===== src/rtl/regfile_bist_if.sv =====
// ---------------------------------------------------------------------------
// regfile_bist_if
//   Port bundle between the register-file BIST initiator and the 32x32
//   three-port register file (one write port, two combinational read ports).
//
//   Signals:
//     we3  - write enable
//     a3   - write address
//     wd3  - write data
//     a1   - read address, port 1
//     a2   - read address, port 2
//     rd1  - read data, port 1 (combinational from a1)
//     rd2  - read data, port 2 (combinational from a2)
//
//   Modports:
//     master - the BIST side: drives addresses/write data, samples read data
//     slave  - the register-file side
// ---------------------------------------------------------------------------
interface regfile_bist_if;
  logic        we3;
  logic [4:0]  a3;
  logic [31:0] wd3;
  logic [4:0]  a1;
  logic [4:0]  a2;
  logic [31:0] rd1;
  logic [31:0] rd2;

  modport master (
    output we3, a3, wd3, a1, a2,
    input  rd1, rd2
  );

  modport slave (
    input  we3, a3, wd3, a1, a2,
    output rd1, rd2
  );
endinterface


===== src/rtl/regfile_bist.sv =====
// ---------------------------------------------------------------------------
// regfile_bist
//   Built-in self-test initiator for the 32x32 three-port register file.
//   A run writes every register with a seed pattern (BASE + i), reads them
//   all back on both read ports (port 1 ascending, port 2 descending), then
//   repeats with the inverted pattern. r0 is hard-wired to zero, so it is
//   always expected to read back as 0.
//
//   Ports:
//     clk       - clock, rising-edge active
//     reset     - asynchronous, active-high reset
//     start     - run request, honoured only in IDLE
//     rf        - register-file bundle (master side): we3/a3/wd3/a1/a2 out,
//                 rd1/rd2 in
//     busy      - high from the first write cycle through the last read cycle
//     done      - one-cycle pulse at the end of a run
//     pass      - result of the last run, held until the next start
//     fail_addr - address of the first miscompare of the run
//     fail_port - port of the first miscompare (0 = rd1, 1 = rd2)
//     err_count - number of miscompares in the run
//
//   State table:
//     S_IDLE | waiting for start
//     S_WR   | writing pattern p to register idx, one per cycle
//     S_RD   | reading idx on port 1 and LAST-idx on port 2, comparing
//     S_DONE | one-cycle done pulse, back to S_IDLE
// ---------------------------------------------------------------------------
module regfile_bist #(
  parameter logic [31:0] BASE = 32'hA5A5_0000,
  parameter int          NREG = 32
) (
  input  logic           clk,
  input  logic           reset,
  input  logic           start,
  regfile_bist_if.master rf,
  output logic           busy,
  output logic           done,
  output logic           pass,
  output logic [4:0]     fail_addr,
  output logic           fail_port,
  output logic [7:0]     err_count
);

  localparam logic [4:0] LAST = 5'(NREG - 1);

  typedef enum logic [1:0] {
    S_IDLE = 2'd0,
    S_WR   = 2'd1,
    S_RD   = 2'd2,
    S_DONE = 2'd3
  } state_t;

  state_t      state_q;
  state_t      state_d;
  logic [4:0]  idx;
  logic        pidx;
  logic [4:0]  idx_mirror;
  logic [31:0] exp1;
  logic [31:0] exp2;
  logic        miss1;
  logic        miss2;

  function automatic logic [31:0] pat(input logic p, input logic [4:0] k);
    logic [31:0] v;
    v = BASE + {27'd0, k};
    return p ? ~v : v;
  endfunction

  // r0 ignores writes and always reads as zero.
  function automatic logic [31:0] exp_val(input logic p, input logic [4:0] k);
    return (k == 5'd0) ? 32'd0 : pat(p, k);
  endfunction

  assign idx_mirror = LAST - idx;

  // ---------------------------------------------------------------------
  // State register
  // ---------------------------------------------------------------------
  always_ff @(posedge clk or posedge reset) begin
    if (reset) begin
      state_q <= S_IDLE;
    end else begin
      state_q <= state_d;
    end
  end

  // ---------------------------------------------------------------------
  // Next state and regfile-facing outputs. Everything here is decoded from
  // flopped state/idx/pidx only, so the write port is settled well before
  // the regfile's falling-edge write, and an async reset drops we3 at once.
  // ---------------------------------------------------------------------
  always_comb begin
    state_d = state_q;
    rf.we3  = 1'b0;
    rf.a3   = 5'd0;
    rf.wd3  = 32'd0;
    rf.a1   = 5'd0;
    rf.a2   = 5'd0;
    busy    = 1'b0;
    done    = 1'b0;

    case (state_q)
      S_IDLE: begin
        if (start) begin
          state_d = S_WR;
        end
      end

      S_WR: begin
        busy   = 1'b1;
        rf.we3 = 1'b1;
        rf.a3  = idx;
        rf.wd3 = pat(pidx, idx);
        if (idx == LAST) begin
          state_d = S_RD;
        end
      end

      S_RD: begin
        busy  = 1'b1;
        rf.a1 = idx;
        rf.a2 = idx_mirror;
        if (idx == LAST) begin
          state_d = pidx ? S_DONE : S_WR;
        end
      end

      S_DONE: begin
        done    = 1'b1;
        state_d = S_IDLE;
      end

      default: begin
        state_d = S_IDLE;
      end
    endcase
  end

  // ---------------------------------------------------------------------
  // Read-back comparison
  // ---------------------------------------------------------------------
  always_comb begin
    exp1  = exp_val(pidx, idx);
    exp2  = exp_val(pidx, idx_mirror);
    miss1 = (rf.rd1 != exp1);
    miss2 = (rf.rd2 != exp2);
  end

  // ---------------------------------------------------------------------
  // Counters and result registers
  // ---------------------------------------------------------------------
  always_ff @(posedge clk or posedge reset) begin
    if (reset) begin
      idx       <= 5'd0;
      pidx      <= 1'b0;
      pass      <= 1'b0;
      fail_addr <= 5'd0;
      fail_port <= 1'b0;
      err_count <= 8'd0;
    end else begin
      case (state_q)
        S_IDLE: begin
          idx <= 5'd0;
          if (start) begin
            pidx      <= 1'b0;
            pass      <= 1'b1;
            fail_addr <= 5'd0;
            fail_port <= 1'b0;
            err_count <= 8'd0;
          end
        end

        S_WR: begin
          // idx wraps LAST -> 0, which is exactly the clear for the read phase.
          idx <= idx + 5'd1;
        end

        S_RD: begin
          idx       <= idx + 5'd1;
          err_count <= err_count + {7'd0, miss1} + {7'd0, miss2};
          // pass is still 1 only until the first miscompare of the run, so it
          // doubles as the "nothing recorded yet" flag. Port 1 wins a tie.
          if (pass && (miss1 || miss2)) begin
            pass      <= 1'b0;
            fail_addr <= miss1 ? idx : idx_mirror;
            fail_port <= ~miss1;
          end
          if (idx == LAST) begin
            pidx <= 1'b1;
          end
        end

        S_DONE: begin
          idx <= 5'd0;
        end

        default: begin
          idx <= 5'd0;
        end
      endcase
    end
  end

endmodule

===== src/flat_wrapper.sv =====
// flat-port wrapper written by rule: the top's interface ports become plain ports
module regfile_bist_flat 
#(
  parameter logic [31:0] BASE = 32'hA5A5_0000,
  parameter int          NREG = 32
)
  (clk, reset, start, busy, done, pass, fail_addr, fail_port, err_count, rf_we3, rf_a3, rf_wd3, rf_a1, rf_a2, rf_rd1, rf_rd2);
  regfile_bist_if rf_i ();
  input  logic clk;
  input  logic reset;
  input  logic start;
  output logic busy;
  output logic done;
  output logic pass;
  output logic [4:0] fail_addr;
  output logic fail_port;
  output logic [7:0] err_count;
  output wire logic [$bits(rf_i.we3)-1:0] rf_we3;
  output wire logic [$bits(rf_i.a3)-1:0] rf_a3;
  output wire logic [$bits(rf_i.wd3)-1:0] rf_wd3;
  output wire logic [$bits(rf_i.a1)-1:0] rf_a1;
  output wire logic [$bits(rf_i.a2)-1:0] rf_a2;
  input wire logic [$bits(rf_i.rd1)-1:0] rf_rd1;
  input wire logic [$bits(rf_i.rd2)-1:0] rf_rd2;
  assign rf_we3 = rf_i.we3;
  assign rf_a3 = rf_i.a3;
  assign rf_wd3 = rf_i.wd3;
  assign rf_a1 = rf_i.a1;
  assign rf_a2 = rf_i.a2;
  assign rf_i.rd1 = rf_rd1;
  assign rf_i.rd2 = rf_rd2;
  regfile_bist #(.BASE(BASE), .NREG(NREG)) u_core (.clk(clk), .reset(reset), .start(start), .rf(rf_i), .busy(busy), .done(done), .pass(pass), .fail_addr(fail_addr), .fail_port(fail_port), .err_count(err_count));
endmodule

===== config.mk =====
export PLATFORM = sky130hd
export DESIGN_NAME = regfile_bist_flat
export DESIGN_NICKNAME = d
export VERILOG_FILES = /design/src/rtl/regfile_bist_if.sv /design/src/rtl/regfile_bist.sv /design/src/flat_wrapper.sv
export SDC_FILE = /design/constraint.sdc
export NUM_CORES = 1
export LEC_CHECK = 0
export CORE_UTILIZATION = 38
export CTS_BUF_LIST = sky130_fd_sc_hd__clkbuf_8
export CTS_CLUSTER_SIZE = 40
export DETAILED_ROUTE_END_ITERATION = 8
export GPL_TIMING_DRIVEN = 0
export PLACE_DENSITY = 0.88
export SLEW_MARGIN = 15
export SYNTH_ARGS = -nofsm -noshare
export SYNTH_HDL_FRONTEND = slang
export SYNTH_SLANG_ARGS = --single-unit
export TNS_END_PERCENT = 100

===== constraint.sdc =====
create_clock -name clk -period 3.6 [get_ports clk]
set_input_delay 0.72 -clock clk [delete_from_list [all_inputs] [get_ports clk]]
set_output_delay 0.72 -clock clk [all_outputs]
set_load 0.01 [all_outputs]

==> results.ini <==
[power]
p_int_mw=1.10
clkPwrFrac_pct=8.4
comb_power_share_pct=71.6
total_power_mw=1.92
ir_drop_uv=249
switching_share_pct=42.8
power_leakage_nw=1.74
pwr-share-seq_pct=20.0
p_switching_uw=822
powerDensity_nw_per_um2=449

[setup_path]
r2r_start=u_core.idx[0]
crit_family=simple AND/OR/NAND/NOR gates
critPathRequiredTime_ns=3.78
slowest_stage=or4b_4
rr_endpoint=u_core.err_count[6]
path_depth=16
path_max_fanout=5
cp.arrival_ns=3.69
worst_path_most_repeated_cell=nand2_1
critical_path_class=register to register
startpoint_type=register
rr_worst_depth=16
worst_setup_path_end_kind=register
cpPeakStageDelay_ns=0.50
r2r_slack_ns=0.09
critPathBufInv=2
crit_chain=buf_4 > clkinvlp_4 > ha_4 > or4b_4 > a2111oi_4 > a211oi_2 > a2111oi_4 > nand2_2 > fa_2 > ha_4 > nand3_4 > or2_4 > nand2_1 > nand2_1 > nand2_1 > o31ai_1

[placed_design]
io_buffers=129
dp_hpwl_mm=6.36
dpl-instance-area_um2=3970
dp.cells=529
gp_congestion=0.883

[global_route]
grt_antenna_before_repair=0
grt_pass1_vias=2823
grt_overflow_total=0
grt_start_max_net_pins=24
grt_usage_pct=22.4
grt_pass1_wl_mm=13.0

[synthesis]
synth_top_area_share_pct=22.3
ys.flop_type=dfrtp_1
ys_types=65
yosys_register_bits=23
syn_inst=323
synth_area_um2=2580
syn-num-nets=400
ys_warn_count=0
synth.area.top_cells=dfrtp_1 (22%), buf_4 (7.3%), nand2_1 (4.5%)
syn_avg_cell_area_um2=7.98
yosysTopAreaCell=dfrtp_1
synth_edf_count=0
postSynth.asyncResetShare_pct=100
ys_seq_area_share_pct=22.3

[clock_network]
cts_root_buffer=clkbuf_8
clk_latency_ns=0.27
postCtsHoldBufs=0
cts.clk_slew.worst_paths_ns=0.08
cts_made_buffers=3
htree_levels=1
clkSinkCount=23
cts_tree=done
clock_path_buffers=2

[layout]
fin_cells=545
finalCoreUtilization_pct=66.3
syn_to_final_growth_pct=66.1
final_common_cell=clkdlybuf4s50_1
finalInstanceArea_um2=4280
final_cell_mix=clkdlybuf4s50_1 (119), buf_4 (39), nand2_1 (31)
drive_above_1_share_pct=18.4
fill_cells=489
nets=546
antenna_cells=0

[sta]
fin_crit_ns=3.51
max_freq_ghz=0.285
drv_slew=0
clock-skew-final_ns=0.00217
setup_viol=0
final-hold-violation-count=0
tightest_slew_ns=0.879
relSlewSlack_pct=41.3
fin_crit_sh_pct=97.5

[floorplan]
dieWidth_um=84.4
start_util_pct=39.9
dieArea_um2=7120
io_pins=132
rows=29
coreArea_um2=6460
die_y_um=84.4

[route]
wl_per_cell_um=15.4
vias=3088
vias_per_cell=5.67
drtPass1Iterations=9
drt_iter0_drc=226
postRouteAntennaNets=0
drcViolationCount=9
routed_wl_mm=8.42

[status]
status=finished with violations
violations=DRC

[worst_hold_path]
hold_path.startpoint=u_core.fail_port
hold_path_class=register to register
hold_end=u_core.fail_port
min_path_cells=1

[run]
max_cap_violations=0

-- sequential cells by signal, indices dropped and copies added (netlist names) --
signal	count
u_core.state_q	2
u_core.idx	5
u_core.pass	1
u_core.fail_addr	5
u_core.fail_port	1
u_core.err_count	8
u_core.pidx	1
-- synth_stat cells (all sizes together) (2+ instances only) --
cell and instances:
a2111oi 4, nor3b 3, nor2b 10, o31ai 4, or2 3, inv 10, o22ai 2, nor2 22
or4bb 4, and2 18, o311ai 2, clkbuf 9, o21a 2, nor4 12, or4 7, nand2 32
o211ai 3, nand3b 2, dfrtp 23, nand4 12, a21oi 10, a31o 2, ha 9, a31oi 2
o221ai 2, nand4b 4, o21ai 10, mux2i 4, xor2 7, nand3 9, and4b 2, nor3 12
and3 3, buf 35, a221o 5, a22oi 2
-- stage by stage --
stage / setup slack [ns] / TNS [ns] / hold WS [ns]
3_5_place_dp: -0.502 / -2.30 / 0.517
5_1_grt: -0.0143 / -0.0143 / 0.552
3_3_place_gp: -0.389 / -1.68 / 0.510
4_1_cts: 0.000328 / 0 / 0.530
2_1_floorplan: 0.0667 / 0 / 0.500
6_report: 0.0897 / 0 / 0.529
-- layout make-up --
type | instances | area (µm²) | area share [%]
Buffer | 43 | 290 | 6.78
Clock buffer | 3 | 41.3 | 0.964
Clock inverter | 1 | 5.00 | 0.117
Inverter | 10 | 41.3 | 0.964
Multi-Input combinational cell | 246 | 1830 | 42.7
Sequential cell | 23 | 578 | 13.5
Tap cell | 77 | 96.3 | 2.25
Timing Repair Buffer | 142 | 1400 | 32.8
-- metal layers --
metal / wire length (µm) / part of all wire (%) / GRT usage, %
met2: 4360 / 52 / 41.2
met1: 3190 / 38 / 26.6
met4: 146 / 1.7 / 6.63
met3: 720 / 8.6 / 4.33
met5: 0 / 0 / 0
-- cells by family after synthesis --
family,synth area share [%]
AOI/OAI and AO/OA,19.3
xor gates and xnor gates,2.72
adders and majority gates,5.15
buffers and inverters,12.1
DFF,22.3
muxes,1.55
and+or+nand+nor,36.9
-- worst max path at each step --
stage / from / endpoint / slack (ns)
floorplan: u_core.idx[2] / u_core.err_count[6] / 0.07
finish: u_core.idx[0] / u_core.err_count[6] / 0.09
CTS: rf_rd1[16] / u_core.err_count[6] / 0.0003
global route: u_core.idx[0] / u_core.err_count[6] / -0.01
global placement: rf_rd2[1] / u_core.err_count[6] / -0.39
detailed placement: rf_rd2[1] / u_core.err_count[6] / -0.50
-- power groups by stage --
stage	clock network (mW)	registers (mW)	logic (mW)
2_1_floorplan	0	0.383	0.685
3_3_place_gp	0	0.384	1.18
3_5_place_dp	0	0.387	1.22
4_1_cts	0.163	0.375	1.26
5_1_grt	0.174	0.391	1.50
6_report	0.162	0.384	1.38
-- worst register-to-register path, cell delays in order, from the launching register on --
cell,delay [ns]
dfrtp_2,0.41
buf_4,0.16
clkinvlp_4,0.11
ha_4,0.15
or4b_4,0.50
a2111oi_4,0.38
a211oi_2,0.10
a2111oi_4,0.39
nand2_2,0.14
fa_2,0.41
ha_4,0.19
nand3_4,0.09
or2_4,0.12
nand2_1,0.05
nand2_1,0.09
nand2_1,0.06
o31ai_1,0.06
-- repair_timing --
| item | 4_1_cts | 5_1_grt |
|---|---|---|
| gates resized for setup | 19 | 33 |
| pin swaps | 0 | 12 |
| buffers inserted | 2 | 11 |
| setup endpoints to repair | 11 | 4 |
| gates cloned | 0 | 0 |
No activity file was read; power rests on OpenSTA's default activity.
